--- src/rtl/prog_sequencer.sv ---
// Instruction sequencer feeding the bus processor: a 16-word program store
// loaded from switches, replayed one instruction at a time over DIN/Run/Done.
module prog_sequencer #(
  parameter int         ADDR_W    = 4,
  parameter int         TIMEOUT   = 64,
  parameter logic [7:0] HALT_WORD = 8'hFF
) (
  input  logic              Clock,
  input  logic              Resetn,
  input  logic              Load,
  input  logic [ADDR_W-1:0] LoadAddr,
  input  logic [7:0]        LoadData,
  input  logic              Start,
  input  logic              Done,
  input  logic [7:0]        BusWires,
  output logic [7:0]        DIN,
  output logic              Run,
  output logic [ADDR_W-1:0] PC,
  output logic [7:0]        Result,
  output logic              Busy,
  output logic              Halted,
  output logic              Err
);

  localparam int         DEPTH  = 1 << ADDR_W;
  localparam int         CNT_W  = $clog2(TIMEOUT + 1);
  localparam logic [1:0] OP_MVI = 2'b01;

  typedef enum logic [2:0] {
    S_IDLE, S_FETCH, S_ISSUE, S_IMM, S_WAIT, S_HALT
  } state_t;

  state_t            state_q, state_d;
  logic [ADDR_W-1:0] pc_q, pc_d;
  logic [7:0]        din_q, din_d;
  logic [7:0]        result_q, result_d;
  logic              run_q, run_d;
  logic              err_q, err_d;
  logic              busy_q, busy_d;
  logic              halted_q, halted_d;
  logic [CNT_W-1:0]  cnt_q, cnt_d;

  logic [7:0]        mem_q [DEPTH];
  logic              mem_we;

  logic [ADDR_W-1:0] pc_inc1, pc_inc2;
  logic [7:0]        fetch_w, imm_w;

  // PC arithmetic wraps naturally at the address width
  assign pc_inc1 = pc_q + ADDR_W'(1);
  assign pc_inc2 = pc_q + ADDR_W'(2);
  assign fetch_w = mem_q[pc_q];
  assign imm_w   = mem_q[pc_inc1];

  always_comb begin
    state_d  = state_q;
    pc_d     = pc_q;
    din_d    = din_q;
    result_d = result_q;
    run_d    = 1'b0;
    err_d    = err_q;
    cnt_d    = cnt_q;
    mem_we   = 1'b0;
    case (state_q)
      S_IDLE, S_HALT: begin
        mem_we = Load;
        if (Start) begin
          pc_d    = '0;
          err_d   = 1'b0;
          cnt_d   = '0;
          state_d = S_FETCH;
        end
      end
      S_FETCH: begin
        if (fetch_w == HALT_WORD) begin
          state_d = S_HALT;
        end else begin
          din_d   = fetch_w;
          run_d   = 1'b1;
          cnt_d   = '0;
          state_d = S_ISSUE;
        end
      end
      S_ISSUE: begin
        if (din_q[7:6] == OP_MVI) begin
          din_d   = imm_w;
          state_d = S_IMM;
        end else begin
          state_d = S_WAIT;
        end
      end
      S_IMM, S_WAIT: begin
        if (Done) begin
          result_d = BusWires;
          pc_d     = (state_q == S_IMM) ? pc_inc2 : pc_inc1;
          cnt_d    = '0;
          state_d  = S_FETCH;
        end else if (cnt_q == CNT_W'(TIMEOUT - 1)) begin
          // this is the TIMEOUT-th cycle without Done; PC keeps the faulting address
          err_d   = 1'b1;
          cnt_d   = '0;
          state_d = S_HALT;
        end else begin
          cnt_d = cnt_q + CNT_W'(1);
        end
      end
      default: state_d = S_IDLE;
    endcase
    busy_d   = (state_d == S_ISSUE) || (state_d == S_IMM) || (state_d == S_WAIT);
    halted_d = (state_d == S_HALT);
  end

  always_ff @(posedge Clock or negedge Resetn) begin
    if (!Resetn) begin
      state_q  <= S_IDLE;
      pc_q     <= '0;
      din_q    <= '0;
      result_q <= '0;
      run_q    <= 1'b0;
      err_q    <= 1'b0;
      busy_q   <= 1'b0;
      halted_q <= 1'b0;
      cnt_q    <= '0;
    end else begin
      state_q  <= state_d;
      pc_q     <= pc_d;
      din_q    <= din_d;
      result_q <= result_d;
      run_q    <= run_d;
      err_q    <= err_d;
      busy_q   <= busy_d;
      halted_q <= halted_d;
      cnt_q    <= cnt_d;
    end
  end

  // Program store survives reset so a loaded program can be rerun
  always_ff @(posedge Clock) begin
    if (mem_we) mem_q[LoadAddr] <= LoadData;
  end

  assign DIN    = din_q;
  assign Run    = run_q;
  assign PC     = pc_q;
  assign Result = result_q;
  assign Busy   = busy_q;
  assign Halted = halted_q;
  assign Err    = err_q;

endmodule
--- config.mk ---
export PLATFORM = sky130hd
export DESIGN_NAME = prog_sequencer
export DESIGN_NICKNAME = d
export VERILOG_FILES = /design/src/rtl/prog_sequencer.sv
export SDC_FILE = /design/constraint.sdc
export NUM_CORES = 1
export LEC_CHECK = 0
export CAP_MARGIN = 20
export CORE_UTILIZATION = 35
export DETAILED_ROUTE_END_ITERATION = 16
export GPL_TIMING_DRIVEN = 1
export MAX_ROUTING_LAYER = met4
export PLACE_DENSITY = 0.55
export SLEW_MARGIN = 20
export SYNTH_ARGS = -nofsm -noshare
export SYNTH_HDL_FRONTEND = slang
export SYNTH_SLANG_ARGS = --single-unit
export TNS_END_PERCENT = 10
--- constraint.sdc ---
create_clock -name Clock -period 3.6 [get_ports Clock]
set_input_delay 0.72 -clock Clock [delete_from_list [all_inputs] [get_ports Clock]]
set_output_delay 0.72 -clock Clock [all_outputs]
set_load 0.005 [all_outputs]
==> metrics.txt <==
GR Overflow Total 0; critical path data arrival time 3370 ps; Clock Latency Late Sink 430 ps; startpoint types flip-flop; # setup viols final 0; max-cap violations 0; post-synthesis sequential area ratio 58.8%; min cycle time layout 3030 ps; Yosys top cell by area edfxtp_1; core footprint 22100 µm²; Hold Slack 268 ps; average cell area after synthesis 16.1 µm²; status completed; Tot Pwr 7080 µW; post-synthesis mux area share 21.5%; Synthesis Warnings 0; syn nets 524; DR top layer met4; RSZ-0062 raised after global routing false; Setup Total Neg Slack 0 ps; Area after DPL 8800 µm²; clock sinks 162; final net count 587; Final Hold Vio Count 0; clk buf depth 2; die span in x 153 µm; Post-CTS Setup Bufs 0; Worst-Margin Slew 845 ps; wirelength, routed 18.5 mm; initial antenna violation count 0; Final period util 84.1%; Slowest-stage cell, CP or4b_1; FF-to-FF setup slack 570 ps; register clock-pin slew on the reported worst setup and hold paths 70 ps; Post-Synth Adder-Cell Area 0.470%; most common cell in the netlist edfxtp_1; remaining antenna violation count 0; Netlist Area Pre-Place 7980 µm²; DIE AREA 23400 µm²; Synth Area in Compound Gates 7.01%; routability cong. 0.853; Post-Syn Instances 496; fin. max-slew vios 0; Clock Tree Root clkbuf_16; Post-CTS Hold Fix Bufs 0; WL/cell 21.7 µm; crit-path cells buf_12 > mux2i_1 > a221oi_1 > a22oi_1 > a22oi_4 > or4b_1 > a31oi_2; DRC viols 0; FMAX 0.330 GHz; Net Sw Power 2470 µW; Starting Density 36.1%; io pins 49; Worst Skew 18.5 ps; first-pass GRT wire length 29.2 mm; ys flop type edfxtp_1; FF-to-FF Start PC[0]; drt pass-1 iters 5; # port buffers 48; met2 wire length 9.05 mm; fin util 42.3%; CTS tree done; fraction of registers with async set/reset 21.0%; # diodes 0; # fillers 1922; flops & latches, synth 162; cts bufs inserted 17; Slew Limit Headroom 43.4%; max incr delay on CP 670 ps; Peak VDD IR 0.000326 V; layout cells sized above 1 26.0%; Synth area leaders edfxtp_1 (48%), mux4_2 (18%), dfrtp_1 (11%); Yosys cell types 55; largest net degree at the start of global routing 79; area share of the largest cell type after synthesis 48.1%; top cells by count, synth edfxtp_1 (128), mux4_2 (64), dfrtp_1 (34), nor2_1 (31), nand2_1 (20); Pleak 0.00305 µW; GRT Overall Usage 17.2%; Avg Vias per Cell 5.64; Critical Path Fanout Max 78; Flop pwr share 33.9%; DIE HEIGHT 153 µm; Int Power 4610 µW; Sw Share 34.9%; worst reg2reg path depth 7; Setup CP Type reg2reg; PwrDens 758 nW/µm²; WP data required 3950 ps; endpoint kind of the worst setup timing path flip-flop; EDFF count, synth 128; Rows 54; met3 WL 1.11 mm; DP Wirelength 13.5 mm; Comb pwr share 42.3%; Area Growth Syn to Fin 17.1%; final instance area 9350 µm²; post-cts sizing count 0; reg-to-reg endpoint cnt_q[0]; Synth Area in Simple Gates 8.20%; total number of vias 4803; Post-Synth XOR/XNOR Area 0.846%; Clock Power Share 23.8%; Worst Hold Class in2async; metal1 wirelength 7.88 mm; Initial DRC Count 392; largest family of logic cells by synthesized area multiplexers; vias in the first global route 4893; CTS H-tree lvls 4
area by class of cell:
cell class	count	area (µm²)	share of cell area, %
clock inverter	13	118	1.26
multi-input combinational	295	3030	32.4
sequential	162	4700	50.3
tap	280	350	3.75
clock buffer	19	433	4.63
inverter	10	37.5	0.402
timing repair buffer	73	676	7.23
state kept, by name, summed over array words and instances, names as in the netlist:
signal	cells
Result	8
mem_q	128
Err	1
state_q	3
cnt_q	7
Busy	1
Halted	1
DIN	8
PC	4
Run	1
layer usage:
metal	track usage (%)	vias up
li1	-	2146
met1	22.0	2449
met2	27.4	181
met3	3.46	27
met4	5.44	0
met5	-	-
critical path: cells and delay by family, from the launching register on:
kind	cells	cell delay, ps
simple gates	1	670
flops	1	430
mux	1	170
compound gates	4	1200
buf+inv	1	410
kinds of logic (layout without fill, tap and decap cells):
family	Yosys count	in the layout
xor gates and xnor gates	6	6
buffers and inverters	39	115
AOI/OAI and AO/OA	73	73
adders and majority gates	3	3
muxes	90	90
and+or+nand+nor	123	123
DFF	162	162
metrics by stage:
| stage | cells | setup slack, ps |
|---|---|---|
| global placement | 820 | 670 |
| CTS | 852 | 584 |
| detailed placement | 820 | 596 |
| global route | 852 | 347 |
| finish | 852 | 573 |
| floorplan | 496 | 700 |
power groups by stage:
stage | Clock, µW | Sequential [µW] | Combinational [µW]
6_report | 1680 | 2400 | 3000
5_1_grt | 1790 | 2430 | 3260
4_1_cts | 1720 | 2400 | 3030
3_5_place_dp | 0 | 2440 | 3010
3_3_place_gp | 0 | 2430 | 2980
2_1_floorplan | 0 | 2370 | 2190
worst max-delay path by stage:
stage / from / to / slack, ps / depth (start not counted)
6_report: PC[0] / cnt_q[0] / 570 / 7
4_1_cts: PC[0] / cnt_q[0] / 580 / 7
3_3_place_gp: PC[0] / cnt_q[0] / 670 / 7
2_1_floorplan: PC[1] / DIN[0] / 700 / 8
5_1_grt: PC[0] / cnt_q[0] / 350 / 7
3_5_place_dp: PC[0] / cnt_q[0] / 600 / 7
cell usage in the layout (no fill, tap or decap), types with 3 or more instances in the layout:
| cell | n |
|---|---|
| a221oi_2 | 6 |
| dfrtp_1 | 32 |
| clkbuf_16 | 17 |
| edfxtp_1 | 128 |
| and2_1 | 5 |
| o21ai_1 | 8 |
| a22oi_1 | 12 |
| mux2i_1 | 16 |
| nand2_1 | 20 |
| mux4_2 | 64 |
| o21bai_1 | 3 |
| inv_1 | 9 |
| nand3_1 | 10 |
| clkdlybuf4s50_1 | 47 |
| o21ai_0 | 5 |
| a21oi_1 | 10 |
| nor2b_1 | 9 |
| mux2_2 | 10 |
| nand2b_1 | 6 |
| buf_4 | 24 |
| nor3_1 | 19 |
| a211oi_1 | 11 |
| nor4b_1 | 9 |
| xnor2_1 | 3 |
| o22ai_1 | 3 |
| clkinv_4 | 4 |
| ha_1 | 3 |
| nor2_1 | 31 |
| inv_6 | 6 |
Note: power is estimated with default switching activity, not from simulation.
